`src/rtl/level_state_if.sv`:
```
// Signal bundle between the hazard/door logic and the level sequencer.
// master drives the game inputs; slave is the sequencer that owns the status outputs.
interface level_state_if;
    logic       frame_tick;
    logic       start_key;
    logic       player1_dead;
    logic       player2_dead;
    logic       player1_at_door;
    logic       player2_at_door;
    logic       hazard_reset;
    logic       players_frozen;
    logic [1:0] game_state;
    logic [1:0] who_died;
    logic [7:0] death_count;
    logic [9:0] level_time;

    modport master (
        output frame_tick, start_key, player1_dead, player2_dead,
               player1_at_door, player2_at_door,
        input  hazard_reset, players_frozen, game_state, who_died,
               death_count, level_time
    );

    modport slave (
        input  frame_tick, start_key, player1_dead, player2_dead,
               player1_at_door, player2_at_door,
        output hazard_reset, players_frozen, game_state, who_died,
               death_count, level_time
    );
endinterface

```
`src/rtl/level_state_controller.sv`:
```
// Level sequencer: starts levels, detects death and win, issues the hazard_reset
// respawn pulse and keeps per-level death count and elapsed seconds.
module level_state_controller #(
    parameter int DEATH_HOLD_FRAMES = 120,
    parameter int WIN_HOLD_FRAMES   = 180,
    parameter int FRAMES_PER_SEC    = 60
) (
    input logic          Clk,
    input logic          Reset,
    level_state_if.slave bus
);

    localparam logic [1:0] ST_IDLE = 2'd0;
    localparam logic [1:0] ST_PLAY = 2'd1;
    localparam logic [1:0] ST_DEAD = 2'd2;
    localparam logic [1:0] ST_WIN  = 2'd3;

    localparam int HOLD_MAX = (DEATH_HOLD_FRAMES > WIN_HOLD_FRAMES) ?
                              DEATH_HOLD_FRAMES : WIN_HOLD_FRAMES;
    localparam int HOLD_W   = $clog2(HOLD_MAX + 1);
    localparam int SUB_W    = $clog2(FRAMES_PER_SEC + 1);

    logic [1:0]        state, state_n;
    logic [HOLD_W-1:0] hold_cnt, hold_n, hold_inc;
    logic [SUB_W-1:0]  sub_cnt, sub_n;
    logic [9:0]        time_cnt, time_n;
    logic [7:0]        death_cnt, death_n;
    logic [1:0]        who, who_n;
    logic              hr, hr_n, hr_d;
    logic              frozen;
    logic              start_prev;
    logic              start_edge;
    logic              blank;
    logic              new_level;

    assign start_edge = bus.start_key & ~start_prev;
    // Hazard latches clear one cycle after the pulse, so stale dead flags are ignored for two cycles.
    assign blank      = hr | hr_d;
    assign hold_inc   = hold_cnt + HOLD_W'(bus.frame_tick);

    always_comb begin
        state_n   = state;
        hold_n    = hold_cnt;
        sub_n     = sub_cnt;
        time_n    = time_cnt;
        death_n   = death_cnt;
        who_n     = who;
        hr_n      = 1'b0;
        new_level = 1'b0;
        case (state)
            ST_IDLE: begin
                if (start_edge) new_level = 1'b1;
            end
            ST_PLAY: begin
                if (bus.frame_tick) begin
                    if (sub_cnt == SUB_W'(FRAMES_PER_SEC - 1)) begin
                        sub_n = '0;
                        if (time_cnt != 10'd999) time_n = time_cnt + 10'd1;
                    end else begin
                        sub_n = sub_cnt + SUB_W'(1);
                    end
                end
                if ((bus.player1_dead | bus.player2_dead) & ~blank) begin
                    state_n = ST_DEAD;
                    hold_n  = '0;
                    who_n   = {bus.player2_dead, bus.player1_dead};
                    if (death_cnt != 8'hFF) death_n = death_cnt + 8'd1;
                end else if (bus.player1_at_door & bus.player2_at_door) begin
                    state_n = ST_WIN;
                    hold_n  = '0;
                end
            end
            ST_DEAD: begin
                hold_n = hold_inc;
                if (start_edge || (hold_inc >= HOLD_W'(DEATH_HOLD_FRAMES))) begin
                    state_n = ST_PLAY;
                    hold_n  = '0;
                    hr_n    = 1'b1;
                end
            end
            default: begin
                if (start_edge && (hold_cnt == HOLD_W'(WIN_HOLD_FRAMES))) begin
                    new_level = 1'b1;
                end else if (bus.frame_tick && (hold_cnt != HOLD_W'(WIN_HOLD_FRAMES))) begin
                    hold_n = hold_cnt + HOLD_W'(1);
                end
            end
        endcase
        if (new_level) begin
            state_n = ST_PLAY;
            hold_n  = '0;
            sub_n   = '0;
            time_n  = '0;
            death_n = '0;
            who_n   = '0;
            hr_n    = 1'b1;
        end
    end

    always_ff @(posedge Clk) begin
        if (Reset) begin
            state      <= ST_IDLE;
            hold_cnt   <= '0;
            sub_cnt    <= '0;
            time_cnt   <= '0;
            death_cnt  <= '0;
            who        <= '0;
            hr         <= 1'b0;
            hr_d       <= 1'b0;
            frozen     <= 1'b1;
            start_prev <= 1'b1;
        end else begin
            state      <= state_n;
            hold_cnt   <= hold_n;
            sub_cnt    <= sub_n;
            time_cnt   <= time_n;
            death_cnt  <= death_n;
            who        <= who_n;
            hr         <= hr_n;
            hr_d       <= hr;
            frozen     <= (state_n != ST_PLAY);
            start_prev <= bus.start_key;
        end
    end

    assign bus.game_state     = state;
    assign bus.hazard_reset   = hr;
    assign bus.players_frozen = frozen;
    assign bus.who_died       = who;
    assign bus.death_count    = death_cnt;
    assign bus.level_time     = time_cnt;

endmodule

```
`src/flat_wrapper.sv`:
```
// flat-port wrapper written by rule: the top's interface ports become plain ports
module level_state_controller_flat 
#(
    parameter int DEATH_HOLD_FRAMES = 120,
    parameter int WIN_HOLD_FRAMES   = 180,
    parameter int FRAMES_PER_SEC    = 60
)
  (Clk, Reset, bus_frame_tick, bus_start_key, bus_player1_dead, bus_player2_dead, bus_player1_at_door, bus_player2_at_door, bus_hazard_reset, bus_players_frozen, bus_game_state, bus_who_died, bus_death_count, bus_level_time);
  level_state_if bus_i ();
  input logic Clk;
  input logic Reset;
  input wire logic [$bits(bus_i.frame_tick)-1:0] bus_frame_tick;
  input wire logic [$bits(bus_i.start_key)-1:0] bus_start_key;
  input wire logic [$bits(bus_i.player1_dead)-1:0] bus_player1_dead;
  input wire logic [$bits(bus_i.player2_dead)-1:0] bus_player2_dead;
  input wire logic [$bits(bus_i.player1_at_door)-1:0] bus_player1_at_door;
  input wire logic [$bits(bus_i.player2_at_door)-1:0] bus_player2_at_door;
  output wire logic [$bits(bus_i.hazard_reset)-1:0] bus_hazard_reset;
  output wire logic [$bits(bus_i.players_frozen)-1:0] bus_players_frozen;
  output wire logic [$bits(bus_i.game_state)-1:0] bus_game_state;
  output wire logic [$bits(bus_i.who_died)-1:0] bus_who_died;
  output wire logic [$bits(bus_i.death_count)-1:0] bus_death_count;
  output wire logic [$bits(bus_i.level_time)-1:0] bus_level_time;
  assign bus_i.frame_tick = bus_frame_tick;
  assign bus_i.start_key = bus_start_key;
  assign bus_i.player1_dead = bus_player1_dead;
  assign bus_i.player2_dead = bus_player2_dead;
  assign bus_i.player1_at_door = bus_player1_at_door;
  assign bus_i.player2_at_door = bus_player2_at_door;
  assign bus_hazard_reset = bus_i.hazard_reset;
  assign bus_players_frozen = bus_i.players_frozen;
  assign bus_game_state = bus_i.game_state;
  assign bus_who_died = bus_i.who_died;
  assign bus_death_count = bus_i.death_count;
  assign bus_level_time = bus_i.level_time;
  level_state_controller #(.DEATH_HOLD_FRAMES(DEATH_HOLD_FRAMES), .WIN_HOLD_FRAMES(WIN_HOLD_FRAMES), .FRAMES_PER_SEC(FRAMES_PER_SEC)) u_core (.Clk(Clk), .Reset(Reset), .bus(bus_i));
endmodule
```
`config.mk`:
```
export PLATFORM = sky130hd
export DESIGN_NAME = level_state_controller_flat
export DESIGN_NICKNAME = d
export VERILOG_FILES = /design/src/rtl/level_state_if.sv /design/src/rtl/level_state_controller.sv /design/src/flat_wrapper.sv
export SDC_FILE = /design/constraint.sdc
export NUM_CORES = 1
export LEC_CHECK = 0
export CAP_MARGIN = 10
export CORE_MARGIN = 3
export CORE_UTILIZATION = 35
export CTS_BUF_LIST = sky130_fd_sc_hd__clkbuf_2
export DETAILED_ROUTE_END_ITERATION = 6
export GPL_ROUTABILITY_DRIVEN = 0
export HOLD_SLACK_MARGIN = 0.05
export SYNTH_ARGS = -nofsm -noshare
export SYNTH_HDL_FRONTEND = slang
export SYNTH_SLANG_ARGS = --single-unit
```
`constraint.sdc`:
```
create_clock -name Clk -period 1.9 [get_ports Clk]
set_input_delay 0.38 -clock Clk [delete_from_list [all_inputs] [get_ports Clk]]
set_output_delay 0.38 -clock Clk [all_outputs]
set_load 0.1 [all_outputs]
```
Word level (Yosys, flattened, before mapping)
Cells that the tools add are included.
- add/sub/neg operators: 5
- multiply operators: 0
- div/mod/pow operators: 0
- order comparisons: 1
- equality and inequality tests: 10
- shifts and indexed selects: 0
- multiplexer cells: 18
- bitwise operators: 8
- reductions and logical operators: 12
- operators by type and width (cell ; number):
    2-to-1 mux 8 bit ; 5
    one-hot mux 8 bit (3 select lines) ; 1
    adder 8 x 1 -> 8 bit (second input constant) ; 2
    inequality test 8 bit (second input constant) ; 2
    adder 10 x 1 -> 10 bit (second input constant) ; 1
    inequality test 10 bit (second input constant) ; 1
    adder 8 x 1 -> 8 bit ; 1
    == test 8 bit (second input constant) ; 1
    greater-or-equal comparator 8 x 7 -> 1 bit (second input constant) ; 1
    2-to-1 mux 2 bit ; 4
    AND reduction 4 bit ; 2
    adder 6 x 1 -> 6 bit (second input constant) ; 1
    == test 6 bit (second input constant) ; 1
    2-to-1 mux 6 bit ; 1
    2-to-1 mux 1 bit ; 5
    one-hot mux 2 bit (2 select lines) ; 1
    AND reduction 2 bit ; 2
    OR reduction 2 bit ; 2
    AND 1 bit ; 3
    inequality test 3 x 1 -> 1 bit (second input constant) ; 1
    inequality test 3 bit (second input constant) ; 1
    inverter 1 bit ; 3
    AND reduction 3 bit ; 1
    nonzero test 3 bit ; 1
    8 further kinds ; 10
- bits in registers: 40
- bits in latches: 0
- memory bits (writable): 0
- memory bits (read-only): 0
- input port bits: 8
- output and inout bits: 24
- word-level logic and storage cells: 64
- memories kept: 0

Longest topological paths before layout
- depth in word-level cells: 7
- gate-level depth with buffers: 9
- mapped depth without buffers: 8

Worst setup path before layout
Ideal clock, no wire load.
- path type: reg-to-reg
- start point: reg u_core.state[0] (netlist: u_core.bus.game_state[0])
- end point: reg u_core.hold_cnt[2]
- data arrival time: 2.585 ns
- setup slack: -0.801 ns
- cell stages (with the launch flop): 10
- cells stage by stage: dfxtp_1 -> inv_1 -> ha_1 -> buf_2 -> clkinv_1 -> a211oi_2 -> buf_4 -> or3_1 -> o41ai_1 -> a31o_1
- cells in the longest elaborated chain, start to end: 4
- ends and longest elaborated chain (what ; RTL line ; RTL):
    start: declaration ; level_state_controller.sv:23 ; logic [1:0] state, state_n;
    start signal: assignment ; level_state_controller.sv:113 ; state <= state_n;
    == test 2 x 1 -> 1 bit or == test 2 bit (tied branches) ; level_state_controller.sv:50 ; case (state)
    OR reduction 2 bit (no line) ; - ;
    one-hot mux 1 bit (2 select lines) ; level_state_controller.sv:50 ;
    OR reduction 2 bit (no line) ; - ;
    end signal: assignment ; level_state_controller.sv:114 ; hold_cnt <= hold_n;
    end: declaration ; level_state_controller.sv:24 ; logic [HOLD_W-1:0] hold_cnt, hold_n, hold_inc;
Parallel ways exist; a longest one is shown, timed or not.
A chain may end at the register's enable or synchronous reset.

Final worst setup path
- start point: reg u_core.hold_cnt[0]
- end point: reg u_core.hold_cnt[2]
- cells in the longest elaborated chain, start to end: 5
- ends and longest elaborated chain (what ; RTL line):
    adder 8 x 1 -> 8 bit or == test 8 bit (tied branches) ; level_state_controller.sv:39, level_state_controller.sv:82
    greater-or-equal comparator 8 x 7 -> 1 bit or logical AND 1 bit (tied branches) ; level_state_controller.sv:75, level_state_controller.sv:82
    logical OR 1 bit or 2-to-1 mux 1 bit (tied branches) ; level_state_controller.sv:75, level_state_controller.sv:82
    2-to-1 mux 8 bit or one-hot mux 1 bit (2 select lines) (tied branches) ; level_state_controller.sv:75, level_state_controller.sv:50
    one-hot mux 8 bit (3 select lines) or OR reduction 2 bit (tied branches) ; -
Parallel ways exist; a longest one is shown, timed or not. The select of a mux whose other input is x is not followed.

==> reports/results.txt <==
status = complete, but fails checks
failing checks = setup timing
Power Total = 0.001472 W
CTS tree = yes
initial antenna violation count = 0
Post-Synthesis Cells = 271
post-synthesis cell type count = 58
Synth Area in Adders = 5.982%
port bufs = 31
f_max = 515.8 MHz
Async SR Flop Fraction = 0%
syn_area_per_cell = 8.491 µm²
largest net degree at the start of global routing = 13
Routed wire per std cell = 13.60 µm
flops & latches, synth = 40
compound-gate portion of the synthesized area = 16.31%
CP max FO = 3
worst hold path class = flop to flop
vias = 2166
drc violations = 0
vias per cell = 5.182
CP max stage delay = 0.42 ns
Clock Sink Count = 40
Initial DRC Count = 112
Post-Syn Nets = 290
# rows = 28
Req. time, crit path = 2.22 ns
clk buf depth = 2
max cap viols = 0
highest-count cells in the layout ignoring fill and taps = buf_4 (51), nor2_1 (44), nand2_1 (21), dfxtp_1 (21)
worst clock skew = 0.02926 ns
Non-Filler Instances = 418
Post-Place Cell Area = 3122 µm²
Reg clk slew, reported paths = 0.23 ns
RSZ-0062 raised after global routing = yes
post-synthesis mux area share = 2.175%
setup_tns = -0.1029 ns
Final period util = 102.0%
Worst slew margin = 75.80%
max-slew violations = 0
post-synthesis simple-gate area fraction = 27.73%
final setup margin = -0.03871 ns
commonest non-fill, non-tap cell in the layout = buf_4
die width = 87.08 µm
placed insts = 403
Area Growth Syn to Fin = 45.62%
startpoint type of the worst setup path = flop
peak supply drop = 0.3101 mV
Clk Tree Root Cell = clkbuf_2
htree depth = 2
# setup viols final = 3
WHS = 0.4942 ns
Die ar. = 7583 µm²
Clk Latency, worst-skew pair = 0.42 ns
Pwr per Cell Area = 439.2 nW/µm²
R2R Setup Slk = -0.04 ns
drt pass-1 iters = 4
WL final = 5.686 mm
Top FF cell, synth = dfxtp_1
Arrival @ worst endpoint = 2.25 ns
ANT nets after route = 0
layout cells sized above 1 = 38.19%
final non-filler cell area = 3351 µm²
XOR/XNOR share of the synthesized area = 8.755%
WP buf/inv = 2
overall die height = 87.08 µm
first-pass GRT wire length = 9.673 mm
core area = 6131 µm²
Initial Util = 37.53%
hpwl dp = 4.157 mm
Setup crit end kind = flop
CP max-delay cell = dfxtp_4
GRT Total Usage = 15.91%
Leak Pwr = 1.269 nW
# IOs = 32
measured slew at the worst slew-check pin = 0.3626 ns
critical path class = flop to flop
Tmin final = 1.939 ns
layout net count = 361
vias in the first global route = 2117
Syn Std Cell Area = 2301 µm²
Final Hold Vio Count = 0
CP Cell Sequence = inv_1, ha_1, and4_4, a31o_4, a211oi_4, buf_4, or3_4, o41ai_1, a31o_1
TritonCTS Buffers = 5
grt ovf = 0
number of synthesized flops with an enable pin = 0
largest family of logic cells by synthesized area = simple AND/OR/NAND/NOR gates
CP delay by family, top = compound AO/OA/AOI/OAI gates
FILL cells = 537
diode count = 0
Yosys Warn Count = 0
Seq/Total Area, Yosys = 34.80%
==> worst register-to-register path: stages (launching register included) <==
cell and delay (ns):
dfxtp_4 0.42, inv_1 0.05, ha_1 0.18, and4_4 0.21, a31o_4 0.23, a211oi_4 0.28, buf_4 0.17, or3_4 0.10
o41ai_1 0.05, a31o_1 0.18
==> power breakdown <==
group	switching, W	internal [W]	total [W]	leakage, nW
registers	0.00000150	0.000838	0.000840	0.333
logic	0.0000507	0.0000494	0.000100	0.893
clock network	0.000305	0.000226	0.000532	0.0430
total	0.000357	0.00111	0.00147	1.27
==> layer usage <==
| metal | vias to the layer above | wire length [µm] | GRT usage (%) |
|---|---|---|---|
| met2 | 40 | 2664 | 25.19 |
| met3 | 17 | 180 | 2.838 |
| met5 | - | 0 | 0 |
| met4 | 0 | 187 | 7.224 |
| met1 | 1008 | 2654 | 20.98 |
| li1 | 1101 | - | - |
==> flip-flops by register name (all words and copies together) (netlist names) <==
signal	cells
u_core.start_prev	1
u_core.bus.who_died	2
u_core.bus.game_state	2
u_core.hr_d	1
u_core.bus.hazard_reset	1
u_core.sub_cnt	6
u_core.bus.death_count	8
u_core.bus.level_time	10
u_core.bus.players_frozen	1
u_core.hold_cnt	8
==> what timing repair did <==
| item | CTS | global route |
|---|---|---|
| buffers inserted | 4 | 3 |
| setup endpoints to repair | 15 | 15 |
| hold buffers | 0 | 0 |
| hold endpoints to repair | 0 | 0 |
| gates resized for setup | 10 | 11 |
| pin swaps | 11 | 6 |
==> through the flow <==
stage	setup slack [ns]	util (%)
after global routing	-0.1219	54.65
after floorplan	-0.04427	-
after detailed placement	-0.6056	50.92
final	-0.03871	54.65
after global placement	-0.5578	50.92
after CTS	-0.07806	53.29
==> cell usage after synthesis, types with 3 or more instances <==
master    count  area (µm²)
buf_2         6       30.03
nand2_1      23       86.33
nor2_1       44       165.2
a21oi_1      12       60.06
o21ai_0       8       40.04
or2_2         4       25.02
xnor2_1       7       61.31
nand4_1      12       75.07
o21a_1        4       30.03
and3_1        5       31.28
nor3_1        4       20.02
buf_4         4       30.03
xor2_1       16       140.1
dfxtp_1      40       800.8
mux2i_1       5       50.05
nand3_1       8       40.04
inv_1         8       30.03
nand3_2       3       30.03
nand2b_1      3       18.77
ha_1         11       137.6
==> final cells by class <==
| class | instances | area (µm²) | area share (%) |
|---|---|---|---|
| multi-input combinational | 211 | 1546 | 46.15 |
| sequential | 40 | 832.0 | 24.83 |
| timing repair buffer | 75 | 774.5 | 23.11 |
| clock inverter | 2 | 35.03 | 1.046 |
| clock buffer | 6 | 30.03 | 0.8962 |
| tap | 75 | 93.84 | 2.801 |
| inverter | 9 | 38.79 | 1.158 |
==> kinds of logic after synthesis <==
| group | after synthesis |
|---|---|
| xor gates and xnor gates | 23 |
| muxes | 5 |
| and+or+nand+nor | 123 |
| adders and majority gates | 11 |
| AOI/OAI and AO/OA | 49 |
| DFF | 40 |
| buffers and inverters | 20 |
==> path summary, 6_finish.rpt <==
path / start / to / cells past startpoint
max: u_core.hold_cnt[0] / u_core.hold_cnt[2] / 9
min: u_core.sub_cnt[1] / u_core.sub_cnt[1] / 2
max reg2reg: u_core.hold_cnt[0] / u_core.hold_cnt[2] / 9
min reg2reg: u_core.sub_cnt[1] / u_core.sub_cnt[1] / 2
Note: power is estimated with default switching activity, not from simulation.
